<file path="src/rtl/rotate_ctrl_debounce_if.sv">
// Button/status bundle between the board-facing control stage and its user.
// Master drives the raw buttons and observes the conditioned levels; slave is the debouncer.
interface rotate_ctrl_debounce_if;
    logic btn_en_raw;
    logic btn_dir_raw;
    logic en;
    logic cw;
    logic btn_evt;

    modport master (output btn_en_raw, output btn_dir_raw, input en, input cw, input btn_evt);
    modport slave  (input btn_en_raw, input btn_dir_raw, output en, output cw, output btn_evt);
endinterface

</file>
<file path="src/rtl/rotate_ctrl_debounce.sv">
// Run/pause and direction pushbutton conditioning: sync, debounce FSM, toggle registers.
// Optional long-press restore of en=1/cw=1 is built when ROTATE_CTRL_LONG_PRESS_EN is defined.

module rotate_ctrl_debounce_lane #(
    parameter int DEBOUNCE_CNT = 1_000_000
) (
    input  logic clk,
    input  logic rst_n,
    input  logic raw,
    output logic accept,
    output logic held,
    output logic idle
);
    localparam int CW = $clog2(DEBOUNCE_CNT);

    typedef enum logic [1:0] {IDLE, PRESS_WAIT, HELD, REL_WAIT} state_t;

    state_t          state_q, state_d;
    logic            s1_q, s1_d, s2_q, s2_d;
    logic [CW-1:0]   cnt_q, cnt_d;
    logic            cnt_done;

    assign cnt_done = (cnt_q == CW'(DEBOUNCE_CNT - 1));

    always_comb begin
        s1_d    = raw;
        s2_d    = s1_q;
        state_d = state_q;
        cnt_d   = cnt_q;
        accept  = 1'b0;
        case (state_q)
            IDLE: begin
                if (s2_q) begin
                    state_d = PRESS_WAIT;
                    cnt_d   = '0;
                end
            end
            PRESS_WAIT: begin
                if (!s2_q) begin
                    state_d = IDLE;
                end else if (cnt_done) begin
                    state_d = HELD;
                    accept  = 1'b1;
                end else begin
                    cnt_d = cnt_q + 1'b1;
                end
            end
            HELD: begin
                if (!s2_q) begin
                    state_d = REL_WAIT;
                    cnt_d   = '0;
                end
            end
            REL_WAIT: begin
                // A bounce back high returns straight to HELD without a new toggle
                if (s2_q) begin
                    state_d = HELD;
                end else if (cnt_done) begin
                    state_d = IDLE;
                end else begin
                    cnt_d = cnt_q + 1'b1;
                end
            end
            default: state_d = IDLE;
        endcase
    end

    always_ff @(posedge clk) begin
        if (!rst_n) begin
            s1_q    <= 1'b0;
            s2_q    <= 1'b0;
            state_q <= IDLE;
            cnt_q   <= '0;
        end else begin
            s1_q    <= s1_d;
            s2_q    <= s2_d;
            state_q <= state_d;
            cnt_q   <= cnt_d;
        end
    end

    assign held = (state_q == HELD);
    assign idle = (state_q == IDLE);
endmodule

module rotate_ctrl_debounce #(
    parameter int DEBOUNCE_CNT   = 1_000_000,
    parameter int LONG_PRESS_CNT = 100_000_000
) (
    input  logic                  clk,
    input  logic                  rst_n,
    rotate_ctrl_debounce_if.slave bus
);
    localparam int NUM_LANES = 2;

    if (DEBOUNCE_CNT < 2 || LONG_PRESS_CNT < 2) begin : g_bad_param
        $error("rotate_ctrl_debounce: DEBOUNCE_CNT and LONG_PRESS_CNT must be >= 2");
    end

    // Lane 0 = run/pause, lane 1 = direction
    logic [NUM_LANES-1:0] raw, accept, held, idle;
    assign raw = {bus.btn_dir_raw, bus.btn_en_raw};

    for (genvar i = 0; i < NUM_LANES; i++) begin : g_lane
        rotate_ctrl_debounce_lane #(.DEBOUNCE_CNT(DEBOUNCE_CNT)) u_lane (
            .clk    (clk),
            .rst_n  (rst_n),
            .raw    (raw[i]),
            .accept (accept[i]),
            .held   (held[i]),
            .idle   (idle[i])
        );
    end

    logic en_q, en_d, cw_q, cw_d, evt_q, evt_d;

`ifdef ROTATE_CTRL_LONG_PRESS_EN
    localparam int LW = $clog2(LONG_PRESS_CNT);

    logic [LW-1:0] lcnt_q, lcnt_d;
    logic          lp_done_q, lp_done_d;
    logic          lp_fire;

    // lp_done survives REL_WAIT bounces so one physical hold restores only once
    always_comb begin
        lcnt_d    = lcnt_q;
        lp_done_d = lp_done_q;
        lp_fire   = 1'b0;
        if (held[0]) begin
            if (lcnt_q != LW'(LONG_PRESS_CNT - 1)) begin
                lcnt_d = lcnt_q + 1'b1;
            end else if (!lp_done_q) begin
                lp_fire   = 1'b1;
                lp_done_d = 1'b1;
            end
        end else begin
            lcnt_d = '0;
        end
        if (idle[0]) lp_done_d = 1'b0;
    end

    always_ff @(posedge clk) begin
        if (!rst_n) begin
            lcnt_q    <= '0;
            lp_done_q <= 1'b0;
        end else begin
            lcnt_q    <= lcnt_d;
            lp_done_q <= lp_done_d;
        end
    end

    wire unused_lane = ^{held[1], idle[1]};
`else
    logic lp_fire;
    assign lp_fire = 1'b0;

    wire unused_lane = ^{held, idle};
`endif

    // Restore overrides any direction toggle landing on the same edge
    always_comb begin
        en_d  = en_q ^ accept[0];
        cw_d  = cw_q ^ accept[1];
        evt_d = |accept;
        if (lp_fire) begin
            en_d  = 1'b1;
            cw_d  = 1'b1;
            evt_d = 1'b1;
        end
    end

    always_ff @(posedge clk) begin
        if (!rst_n) begin
            en_q  <= 1'b1;
            cw_q  <= 1'b1;
            evt_q <= 1'b0;
        end else begin
            en_q  <= en_d;
            cw_q  <= cw_d;
            evt_q <= evt_d;
        end
    end

    assign bus.en      = en_q;
    assign bus.cw      = cw_q;
    assign bus.btn_evt = evt_q;
endmodule
</file>
<file path="src/flat_wrapper.sv">
// flat-port wrapper written by rule: the top's interface ports become plain ports
module rotate_ctrl_debounce_flat 
#(
    parameter int DEBOUNCE_CNT   = 1_000_000,
    parameter int LONG_PRESS_CNT = 100_000_000
)
  (clk, rst_n, bus_btn_en_raw, bus_btn_dir_raw, bus_en, bus_cw, bus_btn_evt);
  rotate_ctrl_debounce_if bus_i ();
  input  logic clk;
  input  logic rst_n;
  input wire logic [$bits(bus_i.btn_en_raw)-1:0] bus_btn_en_raw;
  input wire logic [$bits(bus_i.btn_dir_raw)-1:0] bus_btn_dir_raw;
  output wire logic [$bits(bus_i.en)-1:0] bus_en;
  output wire logic [$bits(bus_i.cw)-1:0] bus_cw;
  output wire logic [$bits(bus_i.btn_evt)-1:0] bus_btn_evt;
  assign bus_i.btn_en_raw = bus_btn_en_raw;
  assign bus_i.btn_dir_raw = bus_btn_dir_raw;
  assign bus_en = bus_i.en;
  assign bus_cw = bus_i.cw;
  assign bus_btn_evt = bus_i.btn_evt;
  rotate_ctrl_debounce #(.DEBOUNCE_CNT(DEBOUNCE_CNT), .LONG_PRESS_CNT(LONG_PRESS_CNT)) u_core (.clk(clk), .rst_n(rst_n), .bus(bus_i));
endmodule
</file>
<file path="config.mk">
export PLATFORM = sky130hd
export DESIGN_NAME = rotate_ctrl_debounce_flat
export DESIGN_NICKNAME = d
export VERILOG_FILES = /design/src/rtl/rotate_ctrl_debounce_if.sv /design/src/rtl/rotate_ctrl_debounce.sv /design/src/flat_wrapper.sv
export SDC_FILE = /design/constraint.sdc
export NUM_CORES = 1
export LEC_CHECK = 0
export ABC_AREA = 0
export CORE_MARGIN = 2
export CORE_UTILIZATION = 50
export CTS_BUF_LIST = sky130_fd_sc_hd__clkbuf_16
export CTS_CLUSTER_DIAMETER = 100
export CTS_CLUSTER_SIZE = 14
export DETAILED_ROUTE_END_ITERATION = 16
export PLACE_DENSITY = 0.7
export SLEW_MARGIN = 20
export SYNTH_ARGS = -nofsm -noshare
export SYNTH_HDL_FRONTEND = slang
export SYNTH_SLANG_ARGS = --single-unit
</file>
<file path="constraint.sdc">
create_clock -name clk -period 2.75 [get_ports clk]
set_input_delay 0.6875 -clock clk [delete_from_list [all_inputs] [get_ports clk]]
set_output_delay 0.6875 -clock clk [all_outputs]
set_load 0.05 [all_outputs]
</file>
### Word level (Yosys, flattened, before mapping)

Cells that the tools add are included.

| storage, ports and cells | value |
|---|---|
| input port bits | 4 |
| bits in registers | 51 |
| output and inout port bits | 3 |
| logic and storage cells | 74 |

| cells by class | value |
|---|---|
| reductions and logical operators | 7 |
| mux-type cells | 32 |
| equality and inequality tests | 20 |
| add/sub/neg operators | 2 |
| bitwise operators | 2 |

Operator list:

| kind | number |
|---|---|
| two-way mux 20 bit | 10 |
| one-hot mux 20 bit (4 select lines) | 2 |
| adder 20 x 1 -> 20 bit, second input constant | 2 |
| == test 20 bit, second input constant | 2 |
| two-way mux 2 bit | 12 |
| one-hot mux 2 bit (4 select lines) | 2 |
| AND reduction 4 bit | 4 |
| != test 2 bit, second input constant | 6 |
| != test 3 bit, second input constant | 4 |
| == test 2 bit, second input constant | 4 |
| two-way mux 1 bit | 6 |
| == test 2 x 1 -> 1 bit, second input constant | 2 |
| logical NOT 2 bit | 2 |
| != test 2 x 1 -> 1 bit, second input constant | 2 |
| OR reduction 2 bit | 1 |
| bitwise XOR 1 bit | 2 |

### Logic depth before layout (Yosys ltp)

Gate-level depths: netlist of the first run.

| logic depth | value |
|---|---|
| depth in word-level cells | 5 |
| depth in mapped cells | 7 |
| depth with buffers taken out | 6 |

### By module

Synthesis of the first run repeated with hierarchy kept, for this count alone.

| second synthesis, totals | value |
|---|---|
| cells, all modules | 284 |
| area total of the unflattened synthesis | 2502.4 um2 |

By module, submodules not included:

| module | area each (um2) | times used | cells each | seq. area each (um2) |
|---|---|---|---|---|
| rotate_ctrl_debounce_lane | 1204.9 | 2 | 138 | 480.5 |
| rotate_ctrl_debounce | 92.6 | 1 | 8 | 60.1 |

### Worst setup path after synthesis of the first run

OpenSTA, ideal clock, no wires.

| timing | value |
|---|---|
| path kind | register to register |
| start point | reg u_core.g_lane[0].u_lane.cnt_q[6] |
| end point | reg u_core.en_q (netlist: u_core.bus.en) |
| data required time | 2.627 ns |
| setup time | 0.123 ns |
| period minus slack after synthesis | 2.182 ns |
| setup slack | 0.568 ns |
| stages on the path, launching flop included | 7 |
| buffers on the path | 1 |
| arrival time | 2.059 ns |
| cell sequence | dfxtp_1 -> buf_2 -> or4_1 -> nor4_4 -> nand3_1 -> nor3b_2 -> mux2_1 |

| on the way | value |
|---|---|
| cells in the longest elaborated chain, start to end | 5 |

RTL lines:

| item | RTL line | RTL |
|---|---|---|
| from (decl) | rotate_ctrl_debounce.sv:20 | `logic [CW-1:0] cnt_q, cnt_d;` |
| from (signal assigned) | rotate_ctrl_debounce.sv:78 | `cnt_q <= cnt_d;` |
| == test 20 bit | rotate_ctrl_debounce.sv:23 | `assign cnt_done = (cnt_q == CW'(DEBOUNCE_CNT - 1));` |
| two-way mux 1 bit | rotate_ctrl_debounce.sv:41 | `end else if (cnt_done) begin` |
| two-way mux 1 bit | rotate_ctrl_debounce.sv:39 | `if (!s2_q) begin` |
| two-way mux 1 bit | rotate_ctrl_debounce.sv:31 | `case (state_q)` |
| bitwise XOR 1 bit | rotate_ctrl_debounce.sv:162 | `en_d = en_q ^ accept[0];` |
| to (signal assigned) | rotate_ctrl_debounce.sv:178 | `en_q <= en_d;` |
| to (decl) | rotate_ctrl_debounce.sv:115 | `logic en_q, en_d, cw_q, cw_d, evt_q, evt_d;` |

No other way between the ends.
A chain may end at the register's enable or synchronous reset.

### Worst setup path in the final report of the first run

Ends and elaborated chain as after synthesis.

==> results.cfg, run 1 <==
[run_status]
outcome = completed

[detailed_routing]
wire_per_inst_um = 13.3
drtAntennaViolNets = 0
drt_first_pass_iters = 4
wirelength_um = 4940
drt_iter0_drc = 115
via_per_inst = 5.66
drc = 0
via_count = 2106

[sta]
rsz0062_at_grt = no
fin_ws_ps = 518
fin_crit_ps = 2230
fin_crit_sh_pct = 81.2
setup_violations = 0
fmax_mhz = 448
slew_violations = 0
timing.setup.tns_ps = 0
worst_slew_pin_slew_ps = 750
finClkSkew_ps = 5.70
hold_viol = 0
slew_headroom_pct = 49.3

[die]
die_w_um = 75.6
core_area_um2 = 5010
die_area_um2 = 5710
die_h_um = 75.6
pin_count = 7
num_rows = 26
start_util_pct = 51.1

[clocking]
cts_tree = yes
cts_sinks = 51
cts-buffers-inserted = 5
htree_levels = 2
clkSlewWorstSetupHoldPaths_ps = 70
cts_resized = 0
clk_latency_ps = 290
ctsRootBufferMaster = clkbuf_16
ctsHoldBuffers = 0
cts_setup_buffers = 0
cts_max_path_buffers = 2

[placement]
dp_hpwl_um = 3480
pre_cts_ws_ps = 429
port_buffers = 6
dp_cells = 364
gp_congestion = 0.875

[min_path]
hp-start = u_core.g_lane[0].u_lane.s1_q
min_path_cells = 1
min-delay-path-class = register to register

[worst_setup_path]
critPathLaunchType = register
worstPathArrival_ps = 2420
cp-startpoint = u_core.g_lane[0].u_lane.cnt_q[6]
path_class = register to register
crit_fanout = 8
timing.rr.start = u_core.g_lane[0].u_lane.cnt_q[6]
crit_path_end_kind = register
crit_required_ps = 2940
reg2reg_depth = 5

[cells_and_area]
nets = 307
fillers = 472
drive_gt1_share_pct = 9.27
syn_to_final_growth_pct = 11.4
layout_commonest_cell = dfxtp_1
fin_util_pct = 56.9
multi_input_area_um2 = 1460
layout_common_cells = 51 x dfxtp_1, 31 x nand2_1, 31 x nor2_1
seqCellArea_um2 = 1020
antenna_cells = 0
fin_cells = 372

[global_routing]
grt_use_total_pct = 19.6
grt_overflow_total = 0
antenna_found_initial = 0
grt_max_degree = 18
grt_pass1_vias = 1860
grt_pass1_wl_um = 8590

[yosys]
syn_area_um2 = 2560
synth_flop_cell = dfxtp_1
syn_avg_cell_area_um2 = 8.77
asyncSetResetFlopFracSynth_pct = 0
ys_warn_count = 0
yosysSeqAreaShare_pct = 39.9
synthDistinctLibCells = 55
ys_ff_latch = 51
syn_nets = 298
syn_inst = 292
synth-edff-count = 0

[job]
cap_violations = 0

[power_and_ir_drop]
ir_drop_v = 0.000344
p_per_area_nw_per_um2 = 499
totalPowerFinal_w = 0.00142
leakagePower_nw = 1.07
-- final cells by class --
type                    count  share of cell area, %
repair buffers             12                   3.69
inverters                   9                   1.18
well taps                  70                   3.07
clock buffers               5                   4.39
multi-input cells         222                   51.1
flip-flops and latches     51                   35.8
clock inverters             3                  0.790
-- cells in the mapped netlist, drive strengths merged (2+ instances only) --
master / instances / area, um2
dfxtp: 51 / 1020
nor2: 32 / 128
nand2: 31 / 116
nand3: 13 / 65.1
xnor2: 11 / 104
a21oi: 10 / 50.1
nand4: 10 / 62.6
a31oi: 9 / 68.8
and2: 9 / 57.6
inv: 9 / 33.8
nor3: 8 / 40.0
and3: 7 / 43.8
o21ai: 7 / 35.0
a41o: 6 / 60.1
clkbuf: 6 / 22.5
xor2: 6 / 52.6
a211o: 5 / 45.0
a211oi: 5 / 42.5
buf: 4 / 26.3
nor4: 4 / 55.1
or4b: 4 / 47.6
a21o: 3 / 22.5
a22o: 3 / 26.3
a31o: 3 / 26.3
and4: 3 / 26.3
mux2i: 3 / 30.0
nor3b: 3 / 27.5
o21a: 3 / 22.5
or3: 3 / 18.8
a221o: 2 / 20.0
ha: 2 / 25.0
mux2: 2 / 22.5
nand2b: 2 / 12.5
nand3b: 2 / 15.0
nor4b: 2 / 17.5
or4: 2 / 15.0
-- worst max-delay path, stage by stage, from the launching register on --
cell and delay, ps:
dfxtp_1 380, or4_1 590, nor4_4 400, nand3_1 190
nor3b_2 240, mux2_1 330
-- worst paths after layout --
path                                  endpoint  slack (ps)
setup / recovery                 u_core.bus.en         520
hold reg to reg   u_core.g_lane[0].u_lane.s2_q         440
hold / removal    u_core.g_lane[0].u_lane.s2_q         440
setup reg to reg                 u_core.bus.en         520
-- power breakdown --
group	internal (W)	switching [W]
Clock	0.000342	0.000286
Sequential	0.000742	0.00000417
Combinational	0.0000173	0.0000321
Total	0.00110	0.000322
-- registers in the layout (all words and copies together), names as in the netlist, named ones only --
register / flops
u_core.g_lane.u_lane.state_q: 2
u_core.g_lane.u_lane.s2_q: 2
u_core.g_lane.u_lane.cnt_q: 40
u_core.bus.cw: 1
u_core.bus.btn_evt: 1
u_core.g_lane.u_lane.s1_q: 2
u_core.bus.en: 1
-- per-layer routing --
metal / GRT usage [%] / part of all wire [%]
met1: 24.8 / 46
met3: 6.08 / 4.3
met5: 0 / 0
met4: 7.21 / 1.8
met2: 31.3 / 48
-- metrics by stage --
step,hold slack [ps],cell area [um2]
after floorplan,412,2560
after detailed placement,419,2700
after CTS,436,2850
after global routing,455,2850
after global placement,414,2700
final,436,2850
-- kinds of logic (layout without fill, tap and decap cells) --
kind of cell,after synthesis,after routing,synth area share [%]
AND/OR/NAND/NOR,138,138,30.2
AO/OA/AOI/OAI,60,60,17.5
flip-flops,51,51,39.9
buffers and inverters,19,29,3.23
XOR/XNOR,17,17,6.11
multiplexers,5,5,2.05
adder cells (fa/ha/maj),2,2,0.977
No activity file was read; power rests on OpenSTA's default activity.
==> inputs of run 2 (changes only) <==
Clock period 2.75 ns to 2.3 ns, I/O delays scaled along.
==> results.cfg, run 2 (synthesis results as in run 1) <==
[detailed_routing]
wirelength_um = 5140
drc = 0
via_per_inst = 5.60
drt_iter0_drc = 109
drt_first_pass_iters = 4
wire_per_inst_um = 13.4
via_count = 2152
drtAntennaViolNets = 0

[global_routing]
met1_usage_pct = 24.2
grt_pass1_wl_um = 8520
use_met3_pct = 4.63
grt_busiest_layer = met2
grt_max_degree = 20
grt_pass1_vias = 1928
grt_overflow_total = 0
antenna_found_initial = 0
grt_use_total_pct = 19.4
use_met2_pct = 32.9

[run_status]
outcome = completed

[sta]
fmax_mhz = 460
hold_viol = 0
timing.setup.tns_ps = 0
rsz0062_at_grt = no
slew_violations = 0
fin_crit_ps = 2170
fin_crit_sh_pct = 94.4
slew_headroom_pct = 55.9
setup_violations = 0
worst_slew_pin_slew_ps = 657
finClkSkew_ps = 5.58

[die]
core_area_um2 = 5010
pin_count = 7
die_h_um = 75.6
die_area_um2 = 5710
die_w_um = 75.6
start_util_pct = 51.1
num_rows = 26

[worst_setup_path]
crit_slowest_cell = or4b_1
slowest_delay_ps = 590
cp_cell_sequence = or4b_1, nor4_4, nand3_1, nor3b_2, mux2_1
crit_path_end_kind = register
worstPathArrival_ps = 2350
critPathLaunchType = register
crit_fanout = 7
crit_required_ps = 2480
path_class = register to register

[cells_and_area]
top_register = u_core.g_lane.u_lane.cnt_q
layout_commonest_cell = dfxtp_1
antenna_cells = 0
syn_to_final_growth_pct = 16.1
nets = 319
largest_reg_flops = 40
layout_common_cells = 51 x dfxtp_1, 31 x nand2_1, 31 x nor2_1
fillers = 469
drive_gt1_share_pct = 12.7

[clocking]
htree_levels = 2
ctsHoldBuffers = 0
cts_sinks = 51
cts-buffers-inserted = 5
clkSlewWorstSetupHoldPaths_ps = 70
cts_tree = yes
ctsRootBufferMaster = clkbuf_16
clk_latency_ps = 290
cts_max_path_buffers = 2

[placement]
gp_congestion = 0.824
port_buffers = 6
dp_hpwl_um = 3700

[power_and_ir_drop]
pwr-share-clk_pct = 46.6
totalPowerFinal_w = 0.00179
p_per_area_nw_per_um2 = 603
leakagePower_nw = 1.14
power_switching_w = 0.000368
combPwrFrac_pct = 3.6
p_seq_share_pct = 49.8
power.internal_w = 0.00143
switching_share_pct = 20.5
ir_drop_v = 0.000352

[job]
cap_violations = 0

[min_path]
min-delay-path-class = register to register
==> run 2: repair_timing <==
item,4_1_cts,5_1_grt
endpoints found under the hold margin,0,0
resized for setup,0,1
endpoints found under the setup margin,0,2
setup buffers,0,0
==> run 2: critical path, delay by kind of cell, from the launching register on <==
kind	cells	cell delay, ps
AND/OR/NAND/NOR	4	1380
flip-flops	1	360
multiplexers	1	330
==> run 2: power groups by stage <==
stage          sequential (W)  combinational (W)  clock (W)
6_report             0.000892          0.0000653   0.000835
5_1_grt              0.000893          0.0000715   0.000889
4_1_cts              0.000892          0.0000652   0.000855
3_5_place_dp         0.000912          0.0000653          0
3_3_place_gp         0.000912          0.0000642          0
2_1_floorplan        0.000910          0.0000417          0
==> run 2: worst paths after layout <==
check,startpoint,end,slack (ps),cells after the start
worst max-delay path,u_core.g_lane[0].u_lane.cnt_q[7],u_core.bus.en,130,5
worst min register to register,u_core.g_lane[1].u_lane.s1_q,u_core.g_lane[1].u_lane.s2_q,430,1
worst max register to register,u_core.g_lane[0].u_lane.cnt_q[7],u_core.bus.en,130,5
worst min-delay path,u_core.g_lane[1].u_lane.s1_q,u_core.g_lane[1].u_lane.s2_q,430,1
==> run 2: layout make-up <==
class | instances | area [um2] | share of cell area (%)
Clock buffer | 5 | 125 | 4.21
Clock inverter | 3 | 43.8 | 1.47
Inverter | 9 | 33.8 | 1.14
Multi-Input combinational cell | 222 | 1470 | 49.3
Sequential cell | 51 | 1020 | 34.4
Tap cell | 70 | 87.6 | 2.95
Timing Repair Buffer | 24 | 195 | 6.57
==> run 2: through the flow <==
step	worst slack [ps]	std cells	hold slack, ps	area (um2)	util [%]
finish	128	384	435	2970	59.3
global route	3.59	384	465	2970	59.3
CTS	105	384	436	2960	59.1
detailed placement	113	376	420	2790	55.8
global placement	166	376	414	2790	55.8
floorplan	118	292	412	2560	-
==> run 2: routing by layer <==
metal / up-vias / part of all wire [%]
li1: 1115 / -
met1: 1003 / 48
met2: 26 / 48
met3: 8 / 2.9
met4: 0 / 1.5
met5: - / 0
